File: src/rtl/video_timing_pkg.sv
// Shared 640x480 horizontal timing constants and the horizontal state type.
// The timing generator and the Hsync decoder both import this package.
package video_timing_pkg;

    // Nominal 640x480 horizontal timing, in pixel clocks
    localparam int HSYNC_CLKS        = 800;
    localparam int HSYNC_DISPLAY     = 640;
    localparam int HSYNC_PULSE       = 96;
    localparam int HSYNC_FRONT_PORCH = 16;
    localparam int HSYNC_BACK_PORCH  = 48;

    // Horizontal counter width; must hold the timeout count (816)
    localparam int HCNT_W = 10;
    typedef logic [HCNT_W-1:0] hcnt_t;

    // Counter values at which the line changes phase
    localparam hcnt_t H_PULSE_END  = hcnt_t'(HSYNC_PULSE);
    localparam hcnt_t H_DISP_START = hcnt_t'(HSYNC_PULSE + HSYNC_BACK_PORCH);
    localparam hcnt_t H_DISP_END   = hcnt_t'(HSYNC_PULSE + HSYNC_BACK_PORCH + HSYNC_DISPLAY);
    localparam hcnt_t H_LINE       = hcnt_t'(HSYNC_CLKS);
    localparam hcnt_t H_TIMEOUT    = hcnt_t'(HSYNC_CLKS + HSYNC_FRONT_PORCH);

    // Phase of the line currently being received
    typedef enum logic [2:0] {
        SEARCH,
        PULSE,
        BACK_PORCH,
        DISPLAY,
        FRONT_PORCH
    } hstate_t;

endpackage

File: src/rtl/hsync_timing_decoder_if.sv
// Bundle between the Hsync source pins and the decoder outputs.
// master: the video source / consumer side; slave: the decoder.
interface hsync_timing_decoder_if;
    import video_timing_pkg::*;

    logic  hsync;       // incoming Hsync, active low, asynchronous to clk
    logic  h_display;   // active pixel of a locked line
    hcnt_t h_pixel;     // pixel column, 0 outside display
    logic  line_start;  // one-cycle pulse per Hsync fall while locked
    logic  locked;      // lock status
    logic  err;         // one-cycle pulse per timing violation
    hcnt_t line_len;    // last measured fall-to-fall period

    modport master (
        output hsync,
        input  h_display, h_pixel, line_start, locked, err, line_len
    );

    modport slave (
        input  hsync,
        output h_display, h_pixel, line_start, locked, err, line_len
    );

endinterface

File: src/rtl/sync_edge_detect.sv
// Two-flop synchronizer for an asynchronous level plus a delay flop, giving
// single-cycle rise and fall pulses. Shared by the H and V sync decoders.
module sync_edge_detect (
    input  logic clk,
    input  logic rst_n,
    input  logic din,
    output logic rise,
    output logic fall
);

    logic s1;
    logic s2;
    logic s3;

    // Synchronize din and keep one extra sample for edge detection; the
    // chain resets to the idle-high level so reset never creates an edge
    always_ff @(posedge clk or negedge rst_n) begin
        if (!rst_n) begin
            s1 <= 1'b1;
            s2 <= 1'b1;
            s3 <= 1'b1;
        end else begin
            // NOTE: non-blocking assignments make this a true shift chain;
            // blocking ones would collapse the three flops into one.
            s1 <= din;
            s2 <= s1;
            s3 <= s2;
        end
    end

    assign fall = ~s2 &  s3;
    assign rise =  s2 & ~s3;

endmodule

File: src/rtl/hsync_timing_decoder.sv
// Receive-side horizontal timing recovery. Measures the incoming Hsync
// against nominal 640x480 timing, locks after LOCK_LINES good lines in a
// row, and regenerates display-enable and pixel column for capture logic.
module hsync_timing_decoder
    import video_timing_pkg::*;
#(
    parameter int LOCK_LINES = 4
) (
    input  logic                   clk,
    input  logic                   rst_n,
    hsync_timing_decoder_if.slave  bus
);

    localparam int GL_W = $clog2(LOCK_LINES + 1);
    typedef logic [GL_W-1:0] glines_t;
    localparam glines_t LOCK_MAX = glines_t'(LOCK_LINES);

    logic    hs_rise;
    logic    hs_fall;

    hstate_t state;
    hstate_t state_next;
    hcnt_t   cnt;
    hcnt_t   cnt_inc;
    hcnt_t   cnt_next;
    glines_t good_lines;
    glines_t good_next;
    logic    pulse_ok;
    logic    pulse_ok_next;
    hcnt_t   line_len;
    hcnt_t   line_len_next;
    logic    err_evt;
    logic    err_next;
    logic    start_evt;
    logic    start_next;
    logic    locked_now;

    sync_edge_detect u_sync (
        .clk   (clk),
        .rst_n (rst_n),
        .din   (bus.hsync),
        .rise  (hs_rise),
        .fall  (hs_fall)
    );

    // Line state, counter, good-line tally and per-cycle event flags
    always_ff @(posedge clk or negedge rst_n) begin
        if (!rst_n) begin
            state      <= SEARCH;
            cnt        <= '0;
            good_lines <= '0;
            pulse_ok   <= 1'b0;
            line_len   <= '0;
            err_evt    <= 1'b0;
            start_evt  <= 1'b0;
        end else begin
            state      <= state_next;
            cnt        <= cnt_next;
            good_lines <= good_next;
            pulse_ok   <= pulse_ok_next;
            line_len   <= line_len_next;
            err_evt    <= err_next;
            start_evt  <= start_next;
        end
    end

    // Next-state decode. All width/period checks compare against cnt+1, the
    // value the counter reaches at this edge, so an edge N clocks after the
    // line's fall reads as exactly N.
    always_comb begin
        // NOTE: every output of this block gets a default first, otherwise
        // any path that skips an assignment infers a latch.
        cnt_inc       = cnt + 1'b1;
        state_next    = state;
        cnt_next      = cnt_inc;
        good_next     = good_lines;
        pulse_ok_next = pulse_ok;
        line_len_next = line_len;
        err_next      = 1'b0;

        if (state == SEARCH) begin
            cnt_next = '0;
            if (hs_fall) begin
                state_next    = PULSE;
                pulse_ok_next = 1'b0;
            end
        end else if (hs_fall) begin
            // A fall always starts a new line, early, late or on time; it
            // also wins over a timeout landing in the same cycle
            state_next    = PULSE;
            cnt_next      = '0;
            pulse_ok_next = 1'b0;
            line_len_next = cnt_inc;
            if (cnt_inc != H_LINE) begin
                err_next  = 1'b1;
                good_next = '0;
            end else if (pulse_ok && (good_lines != LOCK_MAX)) begin
                good_next = good_lines + 1'b1;
            end
        end else if (cnt_inc == H_TIMEOUT) begin
            // Sync lost altogether: drop back to hunting, keep last length
            state_next = SEARCH;
            cnt_next   = '0;
            err_next   = 1'b1;
            good_next  = '0;
        end else begin
            case (state)
                PULSE: begin
                    if (hs_rise) begin
                        state_next = BACK_PORCH;
                        if (cnt_inc == H_PULSE_END) begin
                            pulse_ok_next = 1'b1;
                        end else begin
                            err_next  = 1'b1;
                            good_next = '0;
                        end
                    end
                end
                BACK_PORCH: begin
                    if (cnt_inc == H_DISP_START) state_next = DISPLAY;
                end
                DISPLAY: begin
                    if (cnt_inc == H_DISP_END) state_next = FRONT_PORCH;
                end
                default: begin
                    state_next = state;
                end
            endcase
        end

        // Line start is flagged with the lock status that results from this fall
        start_next = hs_fall && (good_next == LOCK_MAX);
    end

    assign locked_now = (good_lines == LOCK_MAX);

    // Registered outputs, one cycle behind the line state and counter
    always_ff @(posedge clk or negedge rst_n) begin
        if (!rst_n) begin
            bus.h_display  <= 1'b0;
            bus.h_pixel    <= '0;
            bus.line_start <= 1'b0;
            bus.locked     <= 1'b0;
            bus.err        <= 1'b0;
            bus.line_len   <= '0;
        end else begin
            bus.h_display  <= locked_now && (state == DISPLAY);
            bus.h_pixel    <= (state == DISPLAY) ? (cnt - H_DISP_START) : '0;
            bus.line_start <= start_evt;
            bus.locked     <= locked_now;
            bus.err        <= err_evt;
            bus.line_len   <= line_len;
        end
    end

endmodule

File: src/flat_wrapper.sv
// flat-port wrapper written by rule: the top's interface ports become plain ports
module hsync_timing_decoder_flat import video_timing_pkg::*;
#(
    parameter int LOCK_LINES = 4
)
  (clk, rst_n, bus_hsync, bus_h_display, bus_h_pixel, bus_line_start, bus_locked, bus_err, bus_line_len);
  hsync_timing_decoder_if bus_i ();
  input  logic clk;
  input  logic rst_n;
  input wire logic [$bits(bus_i.hsync)-1:0] bus_hsync;
  output wire logic [$bits(bus_i.h_display)-1:0] bus_h_display;
  output wire logic [$bits(bus_i.h_pixel)-1:0] bus_h_pixel;
  output wire logic [$bits(bus_i.line_start)-1:0] bus_line_start;
  output wire logic [$bits(bus_i.locked)-1:0] bus_locked;
  output wire logic [$bits(bus_i.err)-1:0] bus_err;
  output wire logic [$bits(bus_i.line_len)-1:0] bus_line_len;
  assign bus_i.hsync = bus_hsync;
  assign bus_h_display = bus_i.h_display;
  assign bus_h_pixel = bus_i.h_pixel;
  assign bus_line_start = bus_i.line_start;
  assign bus_locked = bus_i.locked;
  assign bus_err = bus_i.err;
  assign bus_line_len = bus_i.line_len;
  hsync_timing_decoder #(.LOCK_LINES(LOCK_LINES)) u_core (.clk(clk), .rst_n(rst_n), .bus(bus_i));
endmodule
File: config.mk
export PLATFORM = sky130hd
export DESIGN_NAME = hsync_timing_decoder_flat
export DESIGN_NICKNAME = d
export VERILOG_FILES = /design/src/rtl/video_timing_pkg.sv /design/src/rtl/hsync_timing_decoder_if.sv /design/src/rtl/sync_edge_detect.sv /design/src/rtl/hsync_timing_decoder.sv /design/src/flat_wrapper.sv
export SDC_FILE = /design/constraint.sdc
export NUM_CORES = 1
export LEC_CHECK = 0
export CAP_MARGIN = 25
export CORE_MARGIN = 5
export CORE_UTILIZATION = 60
export DETAILED_ROUTE_END_ITERATION = 12
export MAX_ROUTING_LAYER = met4
export PLACE_DENSITY_LB_ADDON = 0.1
export REMOVE_ABC_BUFFERS = 1
export SYNTH_ARGS = -nofsm -noshare
export SYNTH_HDL_FRONTEND = slang
export SYNTH_SLANG_ARGS = --single-unit
File: constraint.sdc
create_clock -name clk -period 3.9 [get_ports clk]
set_input_delay 0.78 -clock clk [delete_from_list [all_inputs] [get_ports clk]]
set_output_delay 0.78 -clock clk [all_outputs]
set_load 0.02 [all_outputs]
==> results.yml, run 1 <==
floorplan:
  rows: 24
  fp.dieH_um: 75.8
  start_util_pct: 60.9
  pin_count: 27
  core_area_um2: 4260
  die_x_um: 75.8
  dieArea_um2: 5740
setup_path:
  cp_cell_sequence: "ha_1 > nand4_1 > or4_4 > o311ai_4 > o211ai_4 > a21bo_1 > a211o_1"
  rr_worst_depth: 7
  crit_family: "simple AND/OR/NAND/NOR gates"
  r2r_slack_ns: 1.17
  r2r-start: "u_core.cnt[0]"
  start_kind: "flop"
  end_kind: "flop"
  worstReg2RegEnd: "u_core.state[0]"
  crit_fanout: 10
  cp.required_ns: 4.09
  crit_start: "u_core.cnt[0]"
  cp_slowest_cell: "or4_4"
  crit_buf_inv: 0
  cp.arrival_ns: 2.92
  critPathMaxStageDelay_ns: 0.58
  crit_type: "reg -> reg"
run:
  drv_cap: 0
finish:
  final_cell_mix: "53 x dfrtp_1, 25 x nor2_1, 25 x clkdlybuf4s50_1"
  fin_util_pct: 69.0
  area_delta_synth_final_pct: 13.3
  fin_nets: 271
  layoutNonFillerInstCount: 313
  diodes: 0
  n_fill_cell: 317
  stdcell_area_um2: 2940
  layout-drive-gt1-share_pct: 11.9
  layout_commonest_cell: "dfrtp_1"
placement:
  dp_worst_setup_slack_ns: 1.19
  dp.cells: 305
  gp_congestion: 0.962
  placed_area_um2: 2830
  portBuffers: 26
  dp_hpwl_um: 3400
yosys:
  dominantRegCellSynth: "dfrtp_1"
  synth_cells: 238
  syn_avg_cell_area_um2: 10.9
  yosysSeqAreaShare_pct: 54.1
  synthesis.area_um2: 2590
  synth-edff-count: 0
  ys_async_sr_fraction_pct: 100
  yosysWarnings: 0
  ys_types: 57
  ys_ff_latch: 56
global_routing:
  grt_pass1_wl_um: 8570
  overflow: 0
  antenna_found_initial: 0
  grtUsageTotal_pct: 20.5
  grt_pass1_vias: 1780
  grt_max_degree: 40
hold_path:
  holdCritStartpoint: "u_core.err_evt"
  worstHoldPathType: "reg -> reg"
  holdPathStages: 0
  min_to: "u_core.bus.err"
sta:
  finalCriticalPeriod_ns: 2.73
  worst_slack_ns: 1.17
  worst_pin_slew_ns: 0.839
  rsz0062_at_grt: "no"
  hold_viol: 0
  setup_viol: 0
  post-route-period-util_pct: 69.9
  slew_viol_final: 0
  fin_setup_tns_ns: 0
  fmax_ghz: 0.367
  slew_headroom_pct: 44.0
  whs_ns: 0.363
  fin_worst_skew_ns: 0.00423
route:
  vias: 1813
  avgViaCountPerCell: 5.79
  ant_nets: 0
  detail_route.wl_per_cell_um: 15.5
  drt_iter0_drc: 158
  routed_wl_um: 4860
  first_pass_iters: 6
  drt_drc_violations_left: 0
power_and_ir_drop:
  fin_total_pwr_mw: 1.55
  p_leak_nw: 1.28
  peakVddDrop_mv: 0.326
  power.density_nw_per_um2: 526
clocking:
  numCtsBuffers: 5
  clk_pin_slew_ns: 0.09
  cts_setup_buffers: 0
  numClockSinks: 56
  root_buffer: "clkbuf_8"
  clock_path_buffers: 2
  cts_resized: 0
  clock_latency_ns: 0.30
  hold_buffers: 0
  htree_num_levels: 2
  cts_tree: "built"
outcome:
  status: "finished, final reports clean"
==> flip-flops by register name, indices dropped and copies added, names as in the netlist <==
| register | count |
|---|---|
| u_core.err_evt | 1 |
| u_core.bus.err | 1 |
| u_core.bus.h_pixel | 10 |
| u_core.state | 3 |
| u_core.bus.line_len | 10 |
| u_core.u_sync.s3 | 1 |
| u_core.good_lines | 3 |
| u_core.bus.line_start | 1 |
| u_core.start_evt | 1 |
| u_core.pulse_ok | 1 |
| u_core.u_sync.s1 | 1 |
| u_core.line_len | 10 |
| u_core.u_sync.s2 | 1 |
| u_core.bus.locked | 1 |
| u_core.bus.h_display | 1 |
| u_core.cnt | 10 |
==> worst register-to-register path, stage by stage, from the launching register on <==
cell and delay, ns:
dfrtp_1 0.56, ha_1 0.37, nand4_1 0.29, or4_4 0.58, o311ai_4 0.17, o211ai_4 0.15
a21bo_1 0.22, a211o_1 0.28
==> cell usage after synthesis, drive strengths merged, types with 2 or more instances <==
cell	instances	area [um2]
dfrtp	53	1330
nor2	25	93.8
nand2	22	85.1
o21ai	18	93.8
inv	11	41.3
clkbuf	8	55.1
ha	8	100
a21oi	7	38.8
nor3	7	35.0
xnor2	7	61.3
and2	6	38.8
nand3	6	30.0
a211oi	5	47.5
a31oi	5	31.3
buf	4	35.0
o211ai	4	43.8
xor2	4	35.0
and4	3	28.8
dfstp	3	78.8
nand4	3	33.8
nand4b	3	26.3
or3	3	23.8
a21bo	2	20.0
a31o	2	17.5
and3	2	13.8
nor4b	2	17.5
or4	2	20.0
==> metal layers <==
| metal | global-route usage (%) | up-vias | routed length (um) |
|---|---|---|---|
| li1 | - | 869 | - |
| met1 | 27.8 | 877 | 2150 |
| met2 | 31.3 | 62 | 2390 |
| met3 | 2.77 | 5 | 257 |
| met4 | 7.77 | 0 | 65 |
| met5 | - | - | 0 |
==> worst max path at each step <==
stage / end / slack (ns) / cells past startpoint
after floorplan: u_core.state[0] / 1.48 / 7
after global placement: u_core.state[0] / 1.30 / 7
after detailed placement: u_core.state[0] / 1.19 / 7
after CTS: u_core.state[0] / 1.18 / 7
after global routing: u_core.start_evt / 1.0 / 7
final: u_core.state[0] / 1.17 / 7
==> cell families after synthesis <==
family / count (synthesis) / share of synthesized area, %
AO/OA/AOI/OAI: 52 / 14.8
AND/OR/NAND/NOR: 87 / 18.0
XOR/XNOR: 11 / 3.71
adder cells (fa/ha/maj): 8 / 3.86
buffers and inverters: 23 / 5.06
multiplexers: 1 / 0.434
flip-flops: 56 / 54.1
==> power breakdown <==
group	leakage (nW)	internal, mW	total, mW	switching, mW
clock network	0.0552	0.191	0.364	0.174
logic	0.483	0.178	0.419	0.241
registers	0.743	0.679	0.765	0.0858
==> final cells by class <==
cell class / instances / area (um2) / area share, %
clock buffers: 6 / 72.6 / 2.47
clock inverters: 2 / 35.0 / 1.19
inverters: 11 / 41.3 / 1.40
multi-input cells: 159 / 1060 / 36.0
flip-flops and latches: 56 / 1410 / 47.8
well taps: 52 / 65.1 / 2.21
repair buffers: 27 / 263 / 8.94
Power figures use the tool's default switching activity.
==> run 2: changes to the inputs <==
--- a/config.mk
+++ b/config.mk
@@ -7,7 +7,7 @@
 export LEC_CHECK = 0
 export CAP_MARGIN = 25
 export CORE_MARGIN = 5
-export CORE_UTILIZATION = 60
+export CORE_UTILIZATION = 50
 export DETAILED_ROUTE_END_ITERATION = 12
 export MAX_ROUTING_LAYER = met4
 export PLACE_DENSITY_LB_ADDON = 0.1
==> constraint.sdc (replaced) <==
create_clock -name clk -period 2.3 [get_ports clk]
set_input_delay 0.46 -clock clk [delete_from_list [all_inputs] [get_ports clk]]
set_output_delay 0.46 -clock clk [all_outputs]
set_load 0.02 [all_outputs]
==> run 2 against run 1 <==
Global-route usage is 3.2 points lower. Critical path depth unchanged. Total power up 70%. Die area rose by 17%. Setup slack worse by 1.1 ns. Non-clock buffer count up 16. Via count rose by 2.7%. First-iteration DRC count shrank 12%. Critical path type unchanged.
==> results.yml, run 2 (synthesis gave the netlist of run 1 again) <==
outcome:
  status: "finished, final reports clean"
route:
  avgViaCountPerCell: 5.38
  drt_iter0_drc: 139
  drt_drc_violations_left: 0
  detail_route.wl_per_cell_um: 13.9
  first_pass_iters: 4
  ant_nets: 0
  routed_wl_um: 4820
  vias: 1862
clocking:
  numClockSinks: 56
  clk_pin_slew_ns: 0.09
  numCtsBuffers: 5
  clock_path_buffers: 2
  root_buffer: "clkbuf_8"
  clock_latency_ns: 0.30
  cts_tree: "built"
  htree_num_levels: 2
floorplan:
  dieArea_um2: 6730
  fp.dieH_um: 82.0
  die_x_um: 82.0
  rows: 26
  start_util_pct: 51.1
  pin_count: 27
  core_area_um2: 5070
setup_path:
  crit_fanout: 9
  end_kind: "flop"
  crit_type: "reg -> reg"
  start_kind: "flop"
  cp.arrival_ns: 2.40
  cp.required_ns: 2.49
sta:
  whs_ns: 0.129
  worst_pin_slew_ns: 0.491
  slew_viol_final: 0
  fin_worst_skew_ns: 0.00245
  setup_viol: 0
  slew_headroom_pct: 67.0
  fin_setup_tns_ns: 0
  fmax_ghz: 0.451
  finalCriticalPeriod_ns: 2.22
  post-route-period-util_pct: 96.4
  hold_viol: 0
global_routing:
  overflow: 0
  grt_pass1_wl_um: 8630
  grtUsageTotal_pct: 17.3
  antenna_found_initial: 0
  grt_pass1_vias: 1803
  grt_max_degree: 57
power_and_ir_drop:
  fin_total_pwr_mw: 2.63
  peakVddDrop_mv: 0.601
  power.density_nw_per_um2: 842
  p_leak_nw: 1.37
placement:
  dp_hpwl_um: 3490
  dp.cells: 337
  portBuffers: 26
  gp_congestion: 0.849
finish:
  layoutNonFillerInstCount: 346
  final_cell_mix: "51 x dfrtp_1, 25 x nor2_1, 25 x clkdlybuf4s50_1"
  area_delta_synth_final_pct: 20.2
  fin_nets: 287
  fin_util_pct: 61.4
  layout-drive-gt1-share_pct: 19.6
  layout_commonest_cell: "dfrtp_1"
  diodes: 0
run:
  drv_cap: 0
hold_path:
  worstHoldPathType: "in -> async"
-- run 2: final cells by class --
cell class              instances  area [um2]
repair buffers                 43         395
fillers                       439        1960
well taps                      70        87.6
flip-flops and latches         56        1410
inverters                      11        41.3
clock buffers                   7        96.3
multi-input cells             159        1090
-- run 2: per-stage QoR --
stage / instance area, um2 / setup WS [ns]
floorplan: 2500 / -0.125
global placement: 2970 / 0.0963
detailed placement: 2970 / 0.0664
CTS: 3070 / 0.0450
global route: 3120 / -0.00557
finish: 3120 / 0.0834
-- run 2: power breakdown --
part           leakage, nW  total, mW  internal, mW  switching (mW)
Clock               0.0503      0.551         0.269           0.282
Combinational        0.576      0.817         0.354           0.463
Sequential           0.740       1.26          1.15           0.104
Total                 1.37       2.63          1.78           0.849
-- run 2: per-layer routing --
layer	track usage [%]	part of all wire, %
met5	-	0
met4	4.65	1.1
met3	3.62	4.3
met2	26.3	46
met1	23.7	49
-- run 2: final timing paths --
| check | to | cells after the start | start | slack, ns |
|---|---|---|---|---|
| setup reg to reg | u_core.state[0] | 7 | u_core.cnt[0] | 0.08 |
| setup / recovery | u_core.state[0] | 7 | u_core.cnt[0] | 0.08 |
| hold / removal | u_core.bus.line_len[8] | 2 | rst_n | 0.13 |
| hold reg to reg | u_core.bus.err | 0 | u_core.err_evt | 0.35 |
| max in group asynchronous | u_core.u_sync.s3 | 2 | rst_n | 1.87 |
| min in group clk | u_core.bus.err | 0 | u_core.err_evt | 0.35 |
-- run 2: critical path, cell delays in order, from the launching register on --
cell and delay [ns]:
dfrtp_1 0.37, buf_4 0.18, nand4_4 0.16, or4_4 0.58
o311ai_4 0.16, o211ai_4 0.15, a21bo_1 0.22, a211o_1 0.29
-- run 2: what timing repair did --
| action | CTS | global route |
|---|---|---|
| hold buffers | 0 | 0 |
| gates resized for setup | 0 | 8 |
| setup endpoints to repair | 0 | 17 |
| buffers inserted | 0 | 2 |
